## config.mk

```make
export PLATFORM = sky130hd
export DESIGN_NAME = pcm_fs_sampler
export DESIGN_NICKNAME = d
export VERILOG_FILES = /design/src/rtl/pcm_fs_pkg.sv /design/src/rtl/fs_phase_acc.sv /design/src/rtl/pcm_fs_sampler.sv
export SDC_FILE = /design/constraint.sdc
export NUM_CORES = 1
export LEC_CHECK = 0
export ABC_AREA = 1
export BUFFER_PORTS_ARGS = -buffer_cell sky130_fd_sc_hd__buf_2
export CELL_PAD_IN_SITES_DETAIL_PLACEMENT = 2
export CELL_PAD_IN_SITES_GLOBAL_PLACEMENT = 2
export CORE_MARGIN = 1.5
export CORE_UTILIZATION = 32
export DETAILED_ROUTE_END_ITERATION = 6
export PLACE_DENSITY_LB_ADDON = 0.3
export SYNTH_ARGS = -nofsm -noshare
export SYNTH_HDL_FRONTEND = slang
export SYNTH_SLANG_ARGS = --single-unit
export TNS_END_PERCENT = 30
```

## constraint.sdc

```tcl
create_clock -name clk -period 4 [get_ports clk]
set_input_delay 0.2 -clock clk [delete_from_list [all_inputs] [get_ports clk]]
set_output_delay 0.2 -clock clk [all_outputs]
set_load 0.1 [all_outputs]
```

## src/rtl/pcm_fs_pkg.sv

```systemverilog
// pcm_fs_pkg: shared definitions for the pcm_fs_sampler slice.
//   ACC_W  - phase accumulator width
//   rate_e - run-time rate codes (0..3 = 32 / 44.1 / 48 / 96 kHz)
//   fs_hz  - sample rate in Hz for a rate code
package pcm_fs_pkg;

  localparam int unsigned ACC_W = 32;

  typedef enum logic [1:0] {
    RATE_32K  = 2'd0,
    RATE_44K1 = 2'd1,
    RATE_48K  = 2'd2,
    RATE_96K  = 2'd3
  } rate_e;

  function automatic logic [ACC_W-1:0] fs_hz(input rate_e code);
    logic [ACC_W-1:0] hz;
    case (code)
      RATE_32K:  hz = ACC_W'(32000);
      RATE_44K1: hz = ACC_W'(44100);
      RATE_48K:  hz = ACC_W'(48000);
      default:   hz = ACC_W'(96000);
    endcase
    return hz;
  endfunction

endpackage

```

## src/rtl/fs_phase_acc.sv

```systemverilog
// fs_phase_acc: fractional phase accumulator producing the fs tick and strobe.
//   clk, reset_n - pixel clock, async active-low reset
//   rate_sel     - requested rate code, adopted only at a tick
//   tick         - combinational: this cycle completes a sample period
//   pcm_fs       - registered fs strobe, rises the cycle after tick
module fs_phase_acc
  import pcm_fs_pkg::*;
#(
  parameter int unsigned CLOCK_FREQ_HZ = 74250000,
  parameter logic [1:0]  RESET_RATE    = 2'd2
) (
  input  logic       clk,
  input  logic       reset_n,
  input  logic [1:0] rate_sel,
  output logic       tick,
  output logic       pcm_fs
);

  localparam logic [ACC_W-1:0] CLK_LIM  = ACC_W'(CLOCK_FREQ_HZ);
  localparam logic [ACC_W-1:0] HALF_LIM = ACC_W'(CLOCK_FREQ_HZ / 2);

  logic [ACC_W-1:0] acc;
  logic [ACC_W-1:0] nxt;
  rate_e            rate_reg;

  // acc < 2^31 and fs < 2^31, so the sum cannot wrap 32 bits.
  always_comb begin
    nxt  = acc + fs_hz(rate_reg);
    tick = (nxt >= CLK_LIM);
  end

  always_ff @(posedge clk or negedge reset_n) begin
    if (!reset_n) begin
      acc      <= '0;
      rate_reg <= rate_e'(RESET_RATE);
      pcm_fs   <= 1'b0;
    end else begin
      acc <= tick ? (nxt - CLK_LIM) : nxt;
      if (tick) begin
        rate_reg <= rate_e'(rate_sel);
        pcm_fs   <= 1'b1;
      end else if (nxt >= HALF_LIM) begin
        pcm_fs <= 1'b0;
      end
    end
  end

endmodule

```

## src/rtl/pcm_fs_sampler.sv

```systemverilog
// pcm_fs_sampler: fs generator plus one-deep PCM holding buffer for hdmi_tx.
//   clk, reset_n          - pixel clock, async active-low reset
//   rate_sel              - 0/1/2/3 = 32/44.1/48/96 kHz, applied at a sample boundary
//   mute                  - zero the sample taken at the next tick
//   in_valid/in_ready     - upstream handshake, in_data channel 0 in LSBs
//   underrun_clr          - clears sticky underrun (and counter when present)
//   pcm_fs, pcm_data      - fs strobe and current output sample
//   underrun              - sticky: a tick found the buffer empty
//   underrun_cnt          - saturating underrun count, only with PCMFS_UNDERRUN_CNT_EN
module pcm_fs_sampler
  import pcm_fs_pkg::*;
#(
  parameter int unsigned CLOCK_FREQ_HZ    = 74250000,
  parameter int unsigned CHANNELS         = 2,
  parameter int unsigned PCM_WIDTH        = 24,
  parameter logic [1:0]  RESET_RATE       = 2'd2,
  parameter bit          HOLD_ON_UNDERRUN = 1'b1
) (
  input  logic                          clk,
  input  logic                          reset_n,
  input  logic [1:0]                    rate_sel,
  input  logic                          mute,
  input  logic                          in_valid,
  output logic                          in_ready,
  input  logic [CHANNELS*PCM_WIDTH-1:0] in_data,
  input  logic                          underrun_clr,
  output logic                          pcm_fs,
  output logic [CHANNELS*PCM_WIDTH-1:0] pcm_data,
  output logic                          underrun
`ifdef PCMFS_UNDERRUN_CNT_EN
  ,
  output logic [15:0]                   underrun_cnt
`endif
);

  localparam int unsigned DW = CHANNELS * PCM_WIDTH;

  logic          tick;
  logic          full;
  logic [DW-1:0] buffer;
  logic          xfer;
  logic          unr_set;

  fs_phase_acc #(
    .CLOCK_FREQ_HZ (CLOCK_FREQ_HZ),
    .RESET_RATE    (RESET_RATE)
  ) u_phase (
    .clk      (clk),
    .reset_n  (reset_n),
    .rate_sel (rate_sel),
    .tick     (tick),
    .pcm_fs   (pcm_fs)
  );

  assign in_ready = ~full;

  always_comb begin
    xfer    = in_valid & ~full;
    unr_set = tick & ~full;
  end

  // A transfer landing on an empty-buffer tick still counts as an underrun
  // for that tick, but fills the buffer for the following one.
  always_ff @(posedge clk or negedge reset_n) begin
    if (!reset_n) begin
      full     <= 1'b0;
      buffer   <= '0;
      pcm_data <= '0;
      underrun <= 1'b0;
    end else begin
      full <= xfer | (full & ~tick);
      if (xfer) begin
        buffer <= in_data;
      end
      if (tick) begin
        if (full) begin
          pcm_data <= mute ? '0 : buffer;
        end else if (!HOLD_ON_UNDERRUN) begin
          pcm_data <= '0;
        end
      end
      if (unr_set) begin
        underrun <= 1'b1;
      end else if (underrun_clr) begin
        underrun <= 1'b0;
      end
    end
  end

`ifdef PCMFS_UNDERRUN_CNT_EN
  always_ff @(posedge clk or negedge reset_n) begin
    if (!reset_n) begin
      underrun_cnt <= '0;
    end else if (underrun_clr) begin
      underrun_cnt <= unr_set ? 16'd1 : 16'd0;
    end else if (unr_set && (underrun_cnt != '1)) begin
      underrun_cnt <= underrun_cnt + 16'd1;
    end
  end
`endif

endmodule

```

==> results.md <==
* Status: completed
* Yosys synthesis warning count at 0
* Vias at between 8k and 9k
* Layout cells sized above 1 at 16.99%
* Worst setup margin at around 0.32 ns
* Area Growth Syn to Fin at 20.00%
* Final setup violation count at 0
* Simple-Gate Fraction of Synth Area at between 30% and 40%
* WP data required at roughly 4.4 ns
* Reg-to-Reg End: pcm_data[5]
* Final hold viol count at 0
* Post-synthesis sequential area ratio at between 40% and 50%
* Final Critical Period at 3.676 ns
* Post-synth top area share at 40.91%
* CP max FO at 19
* Initial Util at roughly a third
* #FFs+latches synth at 131
* FF-to-FF path depth at 22
* Post-synthesis cell count at about 1.2k
* Postcts setup bufs at 0
* HPWL Detailed at around 21,000 microns
* ANT nets after route at 0
* Largest area contributor in the netlist: dfrtp_1
* Via-to-Cell Ratio at 4.995
* Area of the multi-input gates at between 0.003 and 0.004 sq mm
* Initial antenna violation count at 2
* Synth area leaders: dfrtp_1, nand2_1, nor2_1
* Starting DRT DRC Count at between 300 and 400
* DRT Wirelength at roughly 30,000 microns
* Hold path endpoint: u_phase.rate_reg[1]
* Yosys cell types at 32
* Clk root buf: clkbuf_16
* Mapped Area at between 0.007 and 0.008 sq mm
* Worst hold stages at 3
* Top flop regs: buffer x48, pcm_data x48, u_phase.acc x30
* Largest family of logic cells by synthesized area: simple AND/OR/NAND/NOR gates
* Max frequency at 0.2720 GHz
* Global-route wire length before repair at ~47,000 microns
* Hold path start: rate_sel[1]
* Critical Path Source Type: flip-flop
* GPL Wtd Cong at just over 0.8
* Worst skew pair latency at 0.43 ns
* # port buffers at roughly 110
* Num Clock Sinks at 131
* I/O Pins at around 110
* TritonCTS clock tree: done
* Fillers at 2,941
* Clock tree buffer depth at 2
* Final Cycle Share at between 90% and 100%
* IR drop worst, VDD at approximately 0.00028 V
* Largest net degree at the start of global routing at 98
* XOR/XNOR share of the synthesized area at under 10%
* EDFF count, synth at 0
* Syn Area/Cell at roughly 6.8 sq um
* Synth Area in Adders at about 3%
* Post-synth top flop: dfrtp_1
* Multiplexer area fraction after synthesis at 0%
* Syn nets at 1,238
* Fin Hold WS at approximately 0.0075 ns
* Number of H-tree levels at 4
* Cts bufs inserted at 17
* Die Span X at roughly 160 microns
* Post-synth top cells: nand2_1, nor2_1, inv_1
* Synth Area in Compound Gates at roughly 5.9%
* LEAKAGE at ~5.0 nW
* Ys async rst share at 100.0%
* Die area at 0.02580 sq mm
* Drt pass-1 iters at 4
* Nets at 1,338
* # rows at 57
* Hold/Removal Path Class: in2reg
* Top-count cell post-synth: nand2_1
* CP endpoint kind: flip-flop
* GR Overflow Total at 0
* RSZ-0062 raised after global routing: false
* Worst EP arrival at roughly 4.0 ns
* Setup tns final at 0 ns
* Routed wire per std cell at 18.34 microns
* R2r setup slk at ~0.32 ns
* Clk_skew at around 0.016 ns
* DIE HEIGHT at 160.6 microns
* Final instance area at ~0.0095 sq mm
* Final slew viol count at 0
* DRC Markers at 0
* Pre-CTS WS at ~0.25 ns
* Core area at around 0.024 sq mm
* GRT Overall Usage at between 20% and 30%
* # Max-Cap Violations at 0
* Clock transition at the registers of the reported paths at 0.07 ns
* RR Startpoint: u_phase.rate_reg[0]
* Power density over the cells at between 300 and 400 mW/mm^2
* Sequential cell area at between 0.003 and 0.004 sq mm
* Util after Layout at just under 40%
* Critical path type: reg2reg
* Worst Tran Pin Value at 1.007 ns
* DP Area at just under 0.009 sq mm
* Slew Limit Headroom at around 33%
* Vias in the first global route at ~9k
[per-stage QoR]
step,total power [W],std cells
floorplan,0.001367,1164
global placement,0.001429,1563
detailed placement,0.001430,1563
CTS,0.003055,1598
global route,0.003129,1602
finish,0.003033,1603
[power breakdown]
group | internal (W) | switching [W]
Sequential | 0.00132 | 0.0000000000000000000195
Combinational | 0.0000290 | 0.0000535
Clock | 0.000955 | 0.000671
[logic make-up after synthesis]
kind of cell    after synthesis
simple gates                713
buf+inv                     194
flops                       131
compound gates               90
fa+ha+maj                    19
xor+xnor                     17
[area by class of cell]
class / instances / area share, %
Multi-Input combinational cell: 839 / 41.06
Timing Repair Buffer: 119 / 7.776
Inverter: 156 / 6.137
Clock inverter: 14 / 1.744
Clock buffer: 18 / 4.603
Sequential cell: 131 / 34.38
Tap cell: 324 / 4.249
Antenna cell: 2 / 0.05245
[how the worst max path moves through the flow]
stage,start,end,depth (start not counted)
after floorplan,u_phase.rate_reg[1],pcm_data[27],25
after global placement,u_phase.rate_reg[0],u_phase.acc[9],22
after detailed placement,u_phase.rate_reg[0],u_phase.acc[9],22
after CTS,u_phase.rate_reg[1],u_phase.acc[17],25
after global routing,u_phase.rate_reg[0],pcm_data[25],20
final,u_phase.rate_reg[0],pcm_data[5],22
[layer usage]
metal | GRT usage, % | part of all wire, % | up-vias
met5 | 0 | 0 | -
met4 | 6.754 | 2.0 | 0
met3 | 3.719 | 3.0 | 41
met2 | 40.89 | 51 | 136
met1 | 28.39 | 44 | 4024
li1 | - | - | 3806
[layout by cell type (no fill, tap or decap), types with 5 or more instances in the layout]
| cell type | instances |
|---|---|
| o21ai_1 | 20 |
| a21oi_1 | 59 |
| buf_2 | 104 |
| nor2_1 | 153 |
| buf_4 | 5 |
| nor2_2 | 15 |
| nand4_1 | 15 |
| dfrtp_1 | 129 |
| ha_1 | 16 |
| inv_2 | 14 |
| nand3_1 | 116 |
| nand2_2 | 20 |
| inv_1 | 142 |
| nand2_1 | 374 |
| nor3_1 | 7 |
| clkbuf_16 | 20 |
| xor2_1 | 14 |
| o21ai_0 | 5 |
| inv_6 | 5 |
[repair_timing]
action,in CTS,in global routing
hold buffers,3,0
endpoints found under the hold margin,70,0
endpoints found under the setup margin,0,76
resized for setup,0,11
[critical path, stage by stage (launching register included)]
cell	delay, ns
dfrtp_1	0.40
inv_1	0.08
ha_1	0.35
inv_1	0.06
ha_1	0.37
nand2_1	0.14
inv_1	0.07
a21oi_2	0.19
nor2_1	0.08
nor2_1	0.18
nand3_1	0.17
nand2_1	0.11
nand2_1	0.16
nor2_1	0.15
nand2_1	0.11
nor2_2	0.12
nand3_1	0.11
nand2_2	0.14
inv_2	0.08
nand2_8	0.12
buf_12	0.17
nand3_1	0.11
nand2_1	0.12
(Power assumes the default switching activity.)
